--- config.mk ---
export PLATFORM = sky130hd
export DESIGN_NAME = tlb_op_ctrl
export DESIGN_NICKNAME = d
export VERILOG_FILES = /design/src/rtl/tlb_pkg.sv /design/src/rtl/tlb_fill_idx.sv /design/src/rtl/tlb_op_ctrl.sv
export SDC_FILE = /design/constraint.sdc
export NUM_CORES = 1
export LEC_CHECK = 0
export ABC_CLOCK_PERIOD_IN_PS = 7700
export BUFFER_PORTS_ARGS = -buffer_cell sky130_fd_sc_hd__buf_2
export CORE_AREA = 2 2 218 220
export CTS_CLUSTER_SIZE = 25
export DETAILED_ROUTE_END_ITERATION = 10
export DIE_AREA = 0 0 220 222
export GPL_TIMING_DRIVEN = 0
export PLACE_DENSITY = 0.38
export RECOVER_POWER = 25
export SLEW_MARGIN = 20
export SYNTH_ARGS = -nofsm -noshare
export SYNTH_HDL_FRONTEND = slang
export SYNTH_SLANG_ARGS = --single-unit
--- constraint.sdc ---
create_clock -name clk -period 7.7 [get_ports clk]
set_input_delay 1.54 -clock clk [delete_from_list [all_inputs] [get_ports clk]]
set_output_delay 1.54 -clock clk [all_outputs]
set_load 0.01 [all_outputs]
--- src/rtl/tlb_pkg.sv ---
// Shared constants, op encodings and CSR field helpers for the TLB op controller.
package tlb_pkg;

   localparam int unsigned TLBNUM = 16;
   localparam int unsigned IDXW   = $clog2(TLBNUM);

   typedef enum logic [2:0] {
      OP_SRCH = 3'd0,
      OP_RD   = 3'd1,
      OP_WR   = 3'd2,
      OP_FILL = 3'd3,
      OP_INV  = 3'd4
   } tlb_op_e;

   typedef enum logic [1:0] {
      ST_IDLE,
      ST_EXEC,
      ST_RESP
   } tlb_state_e;

   localparam logic [4:0] INVOP_MAX  = 5'd6;
   localparam logic [5:0] ECODE_TLBR = 6'h3F;
   localparam logic [5:0] PS_4K      = 6'd12;
   localparam logic [5:0] PS_4M      = 6'd22;

   localparam int unsigned TLBIDX_NE    = 31;
   localparam int unsigned TLBIDX_PS_LO = 24;
   localparam int unsigned ELO_V        = 0;
   localparam int unsigned ELO_D        = 1;
   localparam int unsigned ELO_PLV_LO   = 2;
   localparam int unsigned ELO_MAT_LO   = 4;
   localparam int unsigned ELO_G        = 6;
   localparam int unsigned ELO_PPN_LO   = 8;

   typedef struct packed {
      logic [19:0] ppn;
      logic [1:0]  plv;
      logic [1:0]  mat;
      logic        d;
      logic        v;
   } tlb_page_t;

   function automatic tlb_page_t elo_to_page(input logic [31:0] elo);
      tlb_page_t p;
      p.ppn = elo[ELO_PPN_LO +: 20];
      p.plv = elo[ELO_PLV_LO +: 2];
      p.mat = elo[ELO_MAT_LO +: 2];
      p.d   = elo[ELO_D];
      p.v   = elo[ELO_V];
      return p;
   endfunction

   function automatic logic [31:0] page_to_elo(input tlb_page_t p, input logic g);
      return {4'b0, p.ppn, 1'b0, g, p.mat, p.plv, p.d, p.v};
   endfunction

endpackage

--- src/rtl/tlb_fill_idx.sv ---
// Free-running fill index source used by TLBFILL; kept separate so an LFSR can drop in.
module tlb_fill_idx
   import tlb_pkg::*;
#(
   parameter  int unsigned TLBNUM = tlb_pkg::TLBNUM,
   localparam int unsigned IDXW   = $clog2(TLBNUM)
) (
   input  logic            clk,
   input  logic            reset,
   output logic [IDXW-1:0] fill_idx
);

   localparam logic [IDXW-1:0] LAST = IDXW'(TLBNUM - 1);

   always_ff @(posedge clk or posedge reset) begin
      if (reset)
         fill_idx <= '0;
      else if (fill_idx == LAST)
         fill_idx <= '0;
      else
         fill_idx <= fill_idx + 1'b1;
   end

endmodule

--- src/rtl/tlb_op_ctrl.sv ---
// Executes TLBSRCH/TLBRD/TLBWR/TLBFILL/INVTLB against the TLB ports and
// returns results as a single-cycle CSR write-back bundle.
module tlb_op_ctrl
   import tlb_pkg::*;
#(
   parameter  int unsigned TLBNUM = tlb_pkg::TLBNUM,
   localparam int unsigned IDXW   = $clog2(TLBNUM)
) (
   input  logic            clk,
   input  logic            reset,
   input  logic            req_valid,
   output logic            req_ready,
   input  logic [2:0]      req_op,
   input  logic [4:0]      req_invop,
   input  logic [9:0]      req_asid,
   input  logic [18:0]     req_vppn,
   input  logic            flush,
   input  logic [31:0]     csr_tlbidx,
   input  logic [18:0]     csr_tlbehi,
   input  logic [31:0]     csr_elo0,
   input  logic [31:0]     csr_elo1,
   input  logic [9:0]      csr_asid,
   input  logic [5:0]      csr_ecode,
   output logic            srch_act,
   output logic [18:0]     s_vppn,
   output logic [9:0]      s_asid,
   input  logic            s_found,
   input  logic [IDXW-1:0] s_idx,
   output logic            tlb_we,
   output logic [IDXW-1:0] w_idx,
   output logic            w_e,
   output logic [18:0]     w_vppn,
   output logic [5:0]      w_ps,
   output logic [9:0]      w_asid,
   output logic            w_g,
   output logic [19:0]     w_ppn0,
   output logic [1:0]      w_plv0,
   output logic [1:0]      w_mat0,
   output logic            w_d0,
   output logic            w_v0,
   output logic [19:0]     w_ppn1,
   output logic [1:0]      w_plv1,
   output logic [1:0]      w_mat1,
   output logic            w_d1,
   output logic            w_v1,
   output logic [IDXW-1:0] r_idx,
   input  logic            r_e,
   input  logic [18:0]     r_vppn,
   input  logic [5:0]      r_ps,
   input  logic [9:0]      r_asid,
   input  logic            r_g,
   input  logic [19:0]     r_ppn0,
   input  logic [1:0]      r_plv0,
   input  logic [1:0]      r_mat0,
   input  logic            r_d0,
   input  logic            r_v0,
   input  logic [19:0]     r_ppn1,
   input  logic [1:0]      r_plv1,
   input  logic [1:0]      r_mat1,
   input  logic            r_d1,
   input  logic            r_v1,
   output logic            inv_valid,
   output logic [4:0]      inv_op,
   output logic [9:0]      inv_asid,
   output logic [18:0]     inv_vppn,
   output logic            csr_we,
   output logic [4:0]      csr_wsel,
   output logic [31:0]     csr_wtlbidx,
   output logic [18:0]     csr_wehi,
   output logic [31:0]     csr_welo0,
   output logic [31:0]     csr_welo1,
   output logic [9:0]      csr_wasid,
   output logic            done,
   output logic            inv_err
);

   localparam logic [4:0] WSEL_IDX = 5'b00001;
   localparam logic [4:0] WSEL_ALL = 5'b11111;

   tlb_state_e      state_q, state_d;
   tlb_op_e         op_q;
   logic [4:0]      invop_q;
   logic [9:0]      asid_q;
   logic [18:0]     vppn_q;
   logic            found_q;
   logic [IDXW-1:0] sidx_q;
   logic            rd_e_q;
   logic [18:0]     rd_vppn_q;
   logic [5:0]      rd_ps_q;
   logic [9:0]      rd_asid_q;
   logic            rd_g_q;
   tlb_page_t       rd_p0_q, rd_p1_q;

   logic [IDXW-1:0] fill_idx;
   logic            idx_ne;
   logic [5:0]      idx_ps;
   logic [IDXW-1:0] idx_index;
   tlb_page_t       elo0_page, elo1_page;
   logic            unused_bits;

   assign idx_ne    = csr_tlbidx[TLBIDX_NE];
   assign idx_ps    = csr_tlbidx[TLBIDX_PS_LO +: 6];
   assign idx_index = csr_tlbidx[IDXW-1:0];
   assign elo0_page = elo_to_page(csr_elo0);
   assign elo1_page = elo_to_page(csr_elo1);
   assign unused_bits = ^{csr_elo0[31:28], csr_elo0[7], csr_elo1[31:28], csr_elo1[7]};

   tlb_fill_idx #(.TLBNUM(TLBNUM)) u_fill_idx (
      .clk      (clk),
      .reset    (reset),
      .fill_idx (fill_idx)
   );

   always_ff @(posedge clk or posedge reset) begin
      if (reset) begin
         state_q   <= ST_IDLE;
         op_q      <= OP_SRCH;
         invop_q   <= '0;
         asid_q    <= '0;
         vppn_q    <= '0;
         found_q   <= 1'b0;
         sidx_q    <= '0;
         rd_e_q    <= 1'b0;
         rd_vppn_q <= '0;
         rd_ps_q   <= '0;
         rd_asid_q <= '0;
         rd_g_q    <= 1'b0;
         rd_p0_q   <= '0;
         rd_p1_q   <= '0;
      end else begin
         state_q <= state_d;
         if (state_q == ST_IDLE && req_valid) begin
            op_q    <= tlb_op_e'(req_op);
            invop_q <= req_invop;
            asid_q  <= req_asid;
            vppn_q  <= req_vppn;
         end
         if (state_q == ST_EXEC && op_q == OP_SRCH) begin
            found_q <= s_found;
            sidx_q  <= s_idx;
         end
         if (state_q == ST_EXEC && op_q == OP_RD) begin
            rd_e_q    <= r_e;
            rd_vppn_q <= r_vppn;
            rd_ps_q   <= r_ps;
            rd_asid_q <= r_asid;
            rd_g_q    <= r_g;
            rd_p0_q   <= '{ppn: r_ppn0, plv: r_plv0, mat: r_mat0, d: r_d0, v: r_v0};
            rd_p1_q   <= '{ppn: r_ppn1, plv: r_plv1, mat: r_mat1, d: r_d1, v: r_v1};
         end
      end
   end

   always_comb begin
      state_d     = state_q;
      req_ready   = 1'b0;
      srch_act    = 1'b0;
      s_vppn      = '0;
      s_asid      = '0;
      tlb_we      = 1'b0;
      w_idx       = '0;
      w_e         = 1'b0;
      w_vppn      = '0;
      w_ps        = '0;
      w_asid      = '0;
      w_g         = 1'b0;
      w_ppn0      = '0;
      w_plv0      = '0;
      w_mat0      = '0;
      w_d0        = 1'b0;
      w_v0        = 1'b0;
      w_ppn1      = '0;
      w_plv1      = '0;
      w_mat1      = '0;
      w_d1        = 1'b0;
      w_v1        = 1'b0;
      r_idx       = '0;
      inv_valid   = 1'b0;
      inv_op      = '0;
      inv_asid    = '0;
      inv_vppn    = '0;
      csr_we      = 1'b0;
      csr_wsel    = '0;
      csr_wtlbidx = '0;
      csr_wehi    = '0;
      csr_welo0   = '0;
      csr_welo1   = '0;
      csr_wasid   = '0;
      done        = 1'b0;
      inv_err     = 1'b0;

      case (state_q)
         ST_IDLE: begin
            req_ready = 1'b1;
            if (req_valid)
               state_d = ST_EXEC;
         end
         ST_EXEC: begin
            state_d = flush ? ST_IDLE : ST_RESP;
            // A flushed op must leave no side effect on the TLB.
            if (!flush) begin
               case (op_q)
                  OP_SRCH: begin
                     srch_act = 1'b1;
                     s_vppn   = csr_tlbehi;
                     s_asid   = csr_asid;
                  end
                  OP_RD: r_idx = idx_index;
                  OP_WR, OP_FILL: begin
                     tlb_we = 1'b1;
                     w_idx  = (op_q == OP_WR) ? idx_index : fill_idx;
                     w_e    = (csr_ecode == ECODE_TLBR) ? 1'b1 : ~idx_ne;
                     w_vppn = csr_tlbehi;
                     w_ps   = idx_ps;
                     w_asid = csr_asid;
                     w_g    = csr_elo0[ELO_G] & csr_elo1[ELO_G];
                     w_ppn0 = elo0_page.ppn;
                     w_plv0 = elo0_page.plv;
                     w_mat0 = elo0_page.mat;
                     w_d0   = elo0_page.d;
                     w_v0   = elo0_page.v;
                     w_ppn1 = elo1_page.ppn;
                     w_plv1 = elo1_page.plv;
                     w_mat1 = elo1_page.mat;
                     w_d1   = elo1_page.d;
                     w_v1   = elo1_page.v;
                  end
                  OP_INV: begin
                     if (invop_q <= INVOP_MAX) begin
                        inv_valid = 1'b1;
                        inv_op    = invop_q;
                        inv_asid  = asid_q;
                        inv_vppn  = vppn_q;
                     end
                  end
                  default: ;
               endcase
            end
         end
         ST_RESP: begin
            state_d = ST_IDLE;
            if (!flush) begin
               done = 1'b1;
               case (op_q)
                  OP_SRCH: begin
                     csr_we                 = 1'b1;
                     csr_wsel               = WSEL_IDX;
                     csr_wtlbidx            = csr_tlbidx;
                     csr_wtlbidx[TLBIDX_NE] = ~found_q;
                     if (found_q)
                        csr_wtlbidx[IDXW-1:0] = sidx_q;
                  end
                  OP_RD: begin
                     csr_we      = 1'b1;
                     csr_wsel    = WSEL_ALL;
                     csr_wtlbidx = csr_tlbidx;
                     if (rd_e_q) begin
                        csr_wtlbidx[TLBIDX_NE]           = 1'b0;
                        csr_wtlbidx[TLBIDX_PS_LO +: 6]   = rd_ps_q;
                        csr_wehi                         = rd_vppn_q;
                        csr_welo0                        = page_to_elo(rd_p0_q, rd_g_q);
                        csr_welo1                        = page_to_elo(rd_p1_q, rd_g_q);
                        csr_wasid                        = rd_asid_q;
                     end else begin
                        csr_wtlbidx[TLBIDX_NE]         = 1'b1;
                        csr_wtlbidx[TLBIDX_PS_LO +: 6] = '0;
                     end
                  end
                  OP_INV: inv_err = (invop_q > INVOP_MAX);
                  default: ;
               endcase
            end
         end
         default: state_d = ST_IDLE;
      endcase
   end

endmodule

# After elaboration in Yosys (flattened, before gate mapping)
# Index checks and enable logic that the tools add are counted.
# op_classes
addsub	1
n_lt_le_gt_ge	2
eq_ne	9
n_mux	119
bitwise	3
reduce_logical	7
# ops
operator	n
$mux W19	14
$mux W28	8
$mux W10	14
$mux W20	6
$mux W32	2
$pmux W32 S2	1
$mux W1	39
$mux W4	9
$mux W5	6
$mux W2	14
$mux W6	4
$pmux W5 S2	1
$eq A3 B2 Y1 const B	2
$eq A6 B6 Y1 const B	1
$gt A5 B3 Y1 const B	1
$le A5 B3 Y1 const B	1
$add A4 B1 Y4 const B	1
$eq A4 B4 Y1 const B	1
$pmux W2 S2	1
$reduce_or A2 Y1	2
$eq A3 B1 Y1 const B	1
$eq A3 B3 Y1 const B	1
$logic_and A1 B1 Y1	3
$logic_not A3 Y1	1
other kinds (6)	7
# totals
ff_bits	137
input_bits	266

# Logic depth before layout (Yosys ltp)
# logic_depth
ltp_word	5
mapped_depth	6

# Cells and area by module
# From an unflattened synthesis, not the netlist that was laid out.
# unflattened
cells_unflattened	670
area_unflattened_um2	7342.0
# by_module_without_submodules
mod	instances	cells_per_inst	area_each_um2
tlb_op_ctrl	1	659	7190.6
tlb_fill_idx	1	11	151.4

# Worst setup path after synthesis
# No wires, ideal clock.
# synth_path
kind	input-to-output
from	in flush
to	out csr_welo1[6]
arrival_ps	2847
path_slack_ps	3313
stages	5
path_cell_list	or4b_4 -> nor3_4 -> clkbuf_1 -> and2_1 -> buf_4
# synth_via
elab_chain_cells	2
# synth_rtl
item	line_no	rtl
from (decl)	tlb_op_ctrl.sv:17	input logic flush,
$mux W28	tlb_op_ctrl.sv:242	if (!flush) begin
$mux W28	tlb_op_ctrl.sv:192	case (state_q)
to (decl)	tlb_op_ctrl.sv:71	output logic [31:0] csr_welo1,
# Every way passes these cells.

# Worst setup path in the final report
# layout_path
from	in flush
to	out s_asid[1]
# layout_via
elab_chain_cells	2
# layout_rtl
item	line_no	rtl
$mux W10	tlb_op_ctrl.sv:201	if (!flush) begin
$mux W10	tlb_op_ctrl.sv:192	
to (decl)	tlb_op_ctrl.sv:26	output logic [9:0] s_asid,
# Every way passes these cells.

==> run summary <==
Setup path
• 6.16 ns — Critical Path RT
• 10 — top fanout value on the critical path
• primary input — launching element type of the critical path
• 6 — R2R cell count
• 3 — buffers plus inverters on the worst setup path
• nor3_1 — CP max-delay cell
• output port — Setup crit end kind
• clkbuf_1 — crit-path most repeated cell
• primary input to output port — type of the setup path with the least slack
• clkbuf_1 > or4b_1 > nor3_1 > clkbuf_1 > and2_1 > buf_2 — critical path cell sequence
• 6 — number of cells on the critical path
• simple AND/OR/NAND/NOR gates — family with the most delay on the worst path
• 3.75 ns — crit path DAT
• 0.67 ns — Max stage delay on crit path

Route
• 0 — post-detailed-route DRC marker count
• 7199 — vias
• 4 — number of iterations in the first detailed-routing pass
• 245 — number of DRC violations after detailed-routing iteration 0
• 36.6 mm — total detailed-routing wirelength
• 19.8 µm — wire length per cell after detailed routing
• 0 — antenna viol nets, final
• 3.89 — post-DR vias/cell

Timing
• 189 MHz — maximum clock rate
• -0.991 — headroom to the max-slew limit
• 5.29 ns — Tmin final
• 0 — Hold Vio Cnt, Final
• no — setup repair after global routing missed its margin
• 140 — Max Transition Viols Final
• 0.687 — final critical-path share of the clock period
• 0.0126 ns — Post-Route Skew
• 2.97 ns — Worst Tran Pin Value
• 0 — Setup Viol. Count Final
• 0.494 ns — tightest hold margin

Synth
• 0 — Synthesis Warnings
• dfrtp_1 — Main synth FF type
• 11.3 µm² — post-synthesis average cell area
• 137 — total of flip-flops plus latches after synthesis
• 1.00 — share of synthesized registers carrying an async set or reset
• 0 — Post-synth EDFFs
• 36 — count of different cell masters after synthesis
• 658 — post-synthesis instance total
• 7420 µm² — Netlist Area Pre-Place
• 0.462 — share of the yosys chip area belonging to registers

Clocking
• 0 — setup bufs post-CTS
• 0.45 ns — insertion delay of the later-clocked pin in the worst-skew pair
• 4 — H-Tree Depth
• clkbuf_16 — root buffer cell
• 17 — Inserted Clock Buffers
• 137 — # clock sinks
• done — clock tree from TritonCTS
• 0 — post-cts resize count
• 0.06 ns — clock slew seen by the registers of the worst setup and hold paths
• 2 — CTS max path bufs
• 0 — cts-stage hold buffer count

Cells and area
• 1850 — final cell count without fillers
• 1496 — net total in the final layout
• 54.9% — area growth from synthesis to layout
• 0.595 — share of layout cells above drive strength 1

Floorplan
• 79 — Row Count
• 563 — number of I/O pins
• 48800 µm² — die area
• 0.160 — initial core utilization
• 220 µm — DIE WIDTH
• 46300 µm² — standard cell core area
• 222 µm — die height

Global routing
• 50.5 mm — wire length of the first global-routing pass
• 80 — maximum number of pins on one net before global-route repair
• 7 — antenna violations before repair
• 0 — residual overflow from global routing
• 0.144 — total track usage
• 7242 — vias in the first global route

Outcome
• max-capacitance violations, max-slew violations — violations in the final reports
• finished, violations left — status

Hold path
• 1 — number of stages on the worst hold path
• register to register — Worst Hold Class

Power and ir drop
• 222 nW/µm² — Power per Cell Area
• 0.159 mV — largest voltage drop on the vdd net
• 6.57 nW — leak pwr

Placement
• 1817 — placed cells
• 540 — number of port buffers
• 30.3 mm — Post-DP HPWL
• 0.845 — global placer's final weighted congestion

Job
• 2 — maxcap violations

[flip-flops by register name (all words and copies together) (netlist names)]
register and flops:
state_q 2, u_fill_idx.fill_idx 4, rd_e_q 1, vppn_q 19, rd_g_q 1, rd_ps_q 6
rd_p0_q 26, op_q 3, rd_p1_q 26, asid_q 10, rd_asid_q 10, invop_q 5
found_q 1, sidx_q 4, rd_vppn_q 19
[per-layer routing]
metal  part of all wire  track usage  routed length, µm
met5             0.0013            0                 49
met4              0.026       0.0559                967
met3              0.069       0.0409               2520
met2               0.51        0.256              18700
met1               0.39        0.162              14400
[through the flow]
step / util / setup TNS (ns) / instance area [µm²] / power [W] / setup slack [ns]
floorplan: - / 0 / 7460 / 0.00151 / 2.49
global placement: 0.236 / -15.46 / 10900 / 0.00170 / -0.146
detailed placement: 0.237 / 0 / 11000 / 0.00172 / 2.32
CTS: 0.249 / 0 / 11500 / 0.00260 / 2.32
global route: 0.248 / 0 / 11500 / 0.00270 / 1.80
finish: 0.248 / 0 / 11500 / 0.00254 / 2.41
[final timing paths]
| kind | startpoint | endpoint | slack, ns |
|---|---|---|---|
| worst max register to register | state_q[1] | rd_p0_q[15] | 5.15 |
| min in group asynchronous | reset | asid_q[4] | 1.91 |
| worst min-delay path | rd_p1_q[10] | rd_p1_q[10] | 0.49 |
| worst max-delay path | flush | s_asid[1] | 2.41 |
| max in group asynchronous | reset | rd_p1_q[7] | 2.70 |
| worst min register to register | rd_p1_q[10] | rd_p1_q[10] | 0.49 |
[report_power, final]
group / switching, W / leakage (nW) / internal, W
clock network: 0.000335 / 0.280 / 0.000513
logic: 0.000220 / 4.68 / 0.000335
registers: 0.000129 / 1.61 / 0.00101
[layout make-up]
| type | instances | area (µm²) |
|---|---|---|
| clock inverter | 8 | 121 |
| tap | 607 | 759 |
| antenna | 3 | 7.51 |
| fill | 5184 | 34800 |
| inverter | 6 | 23.8 |
| timing repair buffer | 541 | 2710 |
| buffer | 70 | 375 |
| sequential | 137 | 3430 |
| multi-input combinational | 456 | 3610 |
| clock buffer | 22 | 454 |
[cells by family (layout without fill, tap and decap cells)]
group                      count (synthesis)  in the layout  synth area share
adders and majority gates                  1              1           0.00169
DFF                                      137            137             0.462
other                                      1             15          0.000506
AOI/OAI and AO/OA                         13             13            0.0132
and+or+nand+nor                          290            290             0.251
muxes                                    139            139             0.215
xor gates and xnor gates                   1              1           0.00118
buffers and inverters                     76            647            0.0558
[cells in the mapped netlist, types with 2 or more instances]
cell / number / share of area
and2_1: 169 / 0.14
dfrtp_1: 137 / 0.46
mux2_2: 121 / 0.18
and3_1: 88 / 0.074
clkbuf_1: 30 / 0.015
buf_4: 19 / 0.019
buf_2: 14 / 0.0094
nor2_1: 13 / 0.0066
mux2_4: 10 / 0.020
mux2i_1: 8 / 0.011
a22o_1: 7 / 0.0083
inv_1: 6 / 0.0030
buf_6: 5 / 0.0076
a21oi_1: 2 / 0.0013
clkbuf_2: 2 / 0.0013
nand2b_1: 2 / 0.0017
nand2b_4: 2 / 0.0037
nand3_1: 2 / 0.0013
nor3_4: 2 / 0.0044
o21ai_0: 2 / 0.0013
or4b_4: 2 / 0.0037
[layout by cell type (no fill, tap or decap), types with 2 or more instances in the layout]
master,count
nand2b_1,3
bufinv_16,3
clkbuf_16,17
dfrtp_1,137
mux2_4,10
clkinv_2,3
o21ai_0,2
nor3_4,2
mux2i_1,8
conb_1,12
clkbuf_2,3
mux2_2,121
buf_4,19
and2_1,169
buf_6,4
nand3_1,2
a21oi_1,2
inv_1,5
buf_2,546
clkbuf_1,43
and3_1,88
or4b_4,2
diode_2,3
nor2_1,13
a22o_1,7
Note: power is estimated with default switching activity, not from simulation.
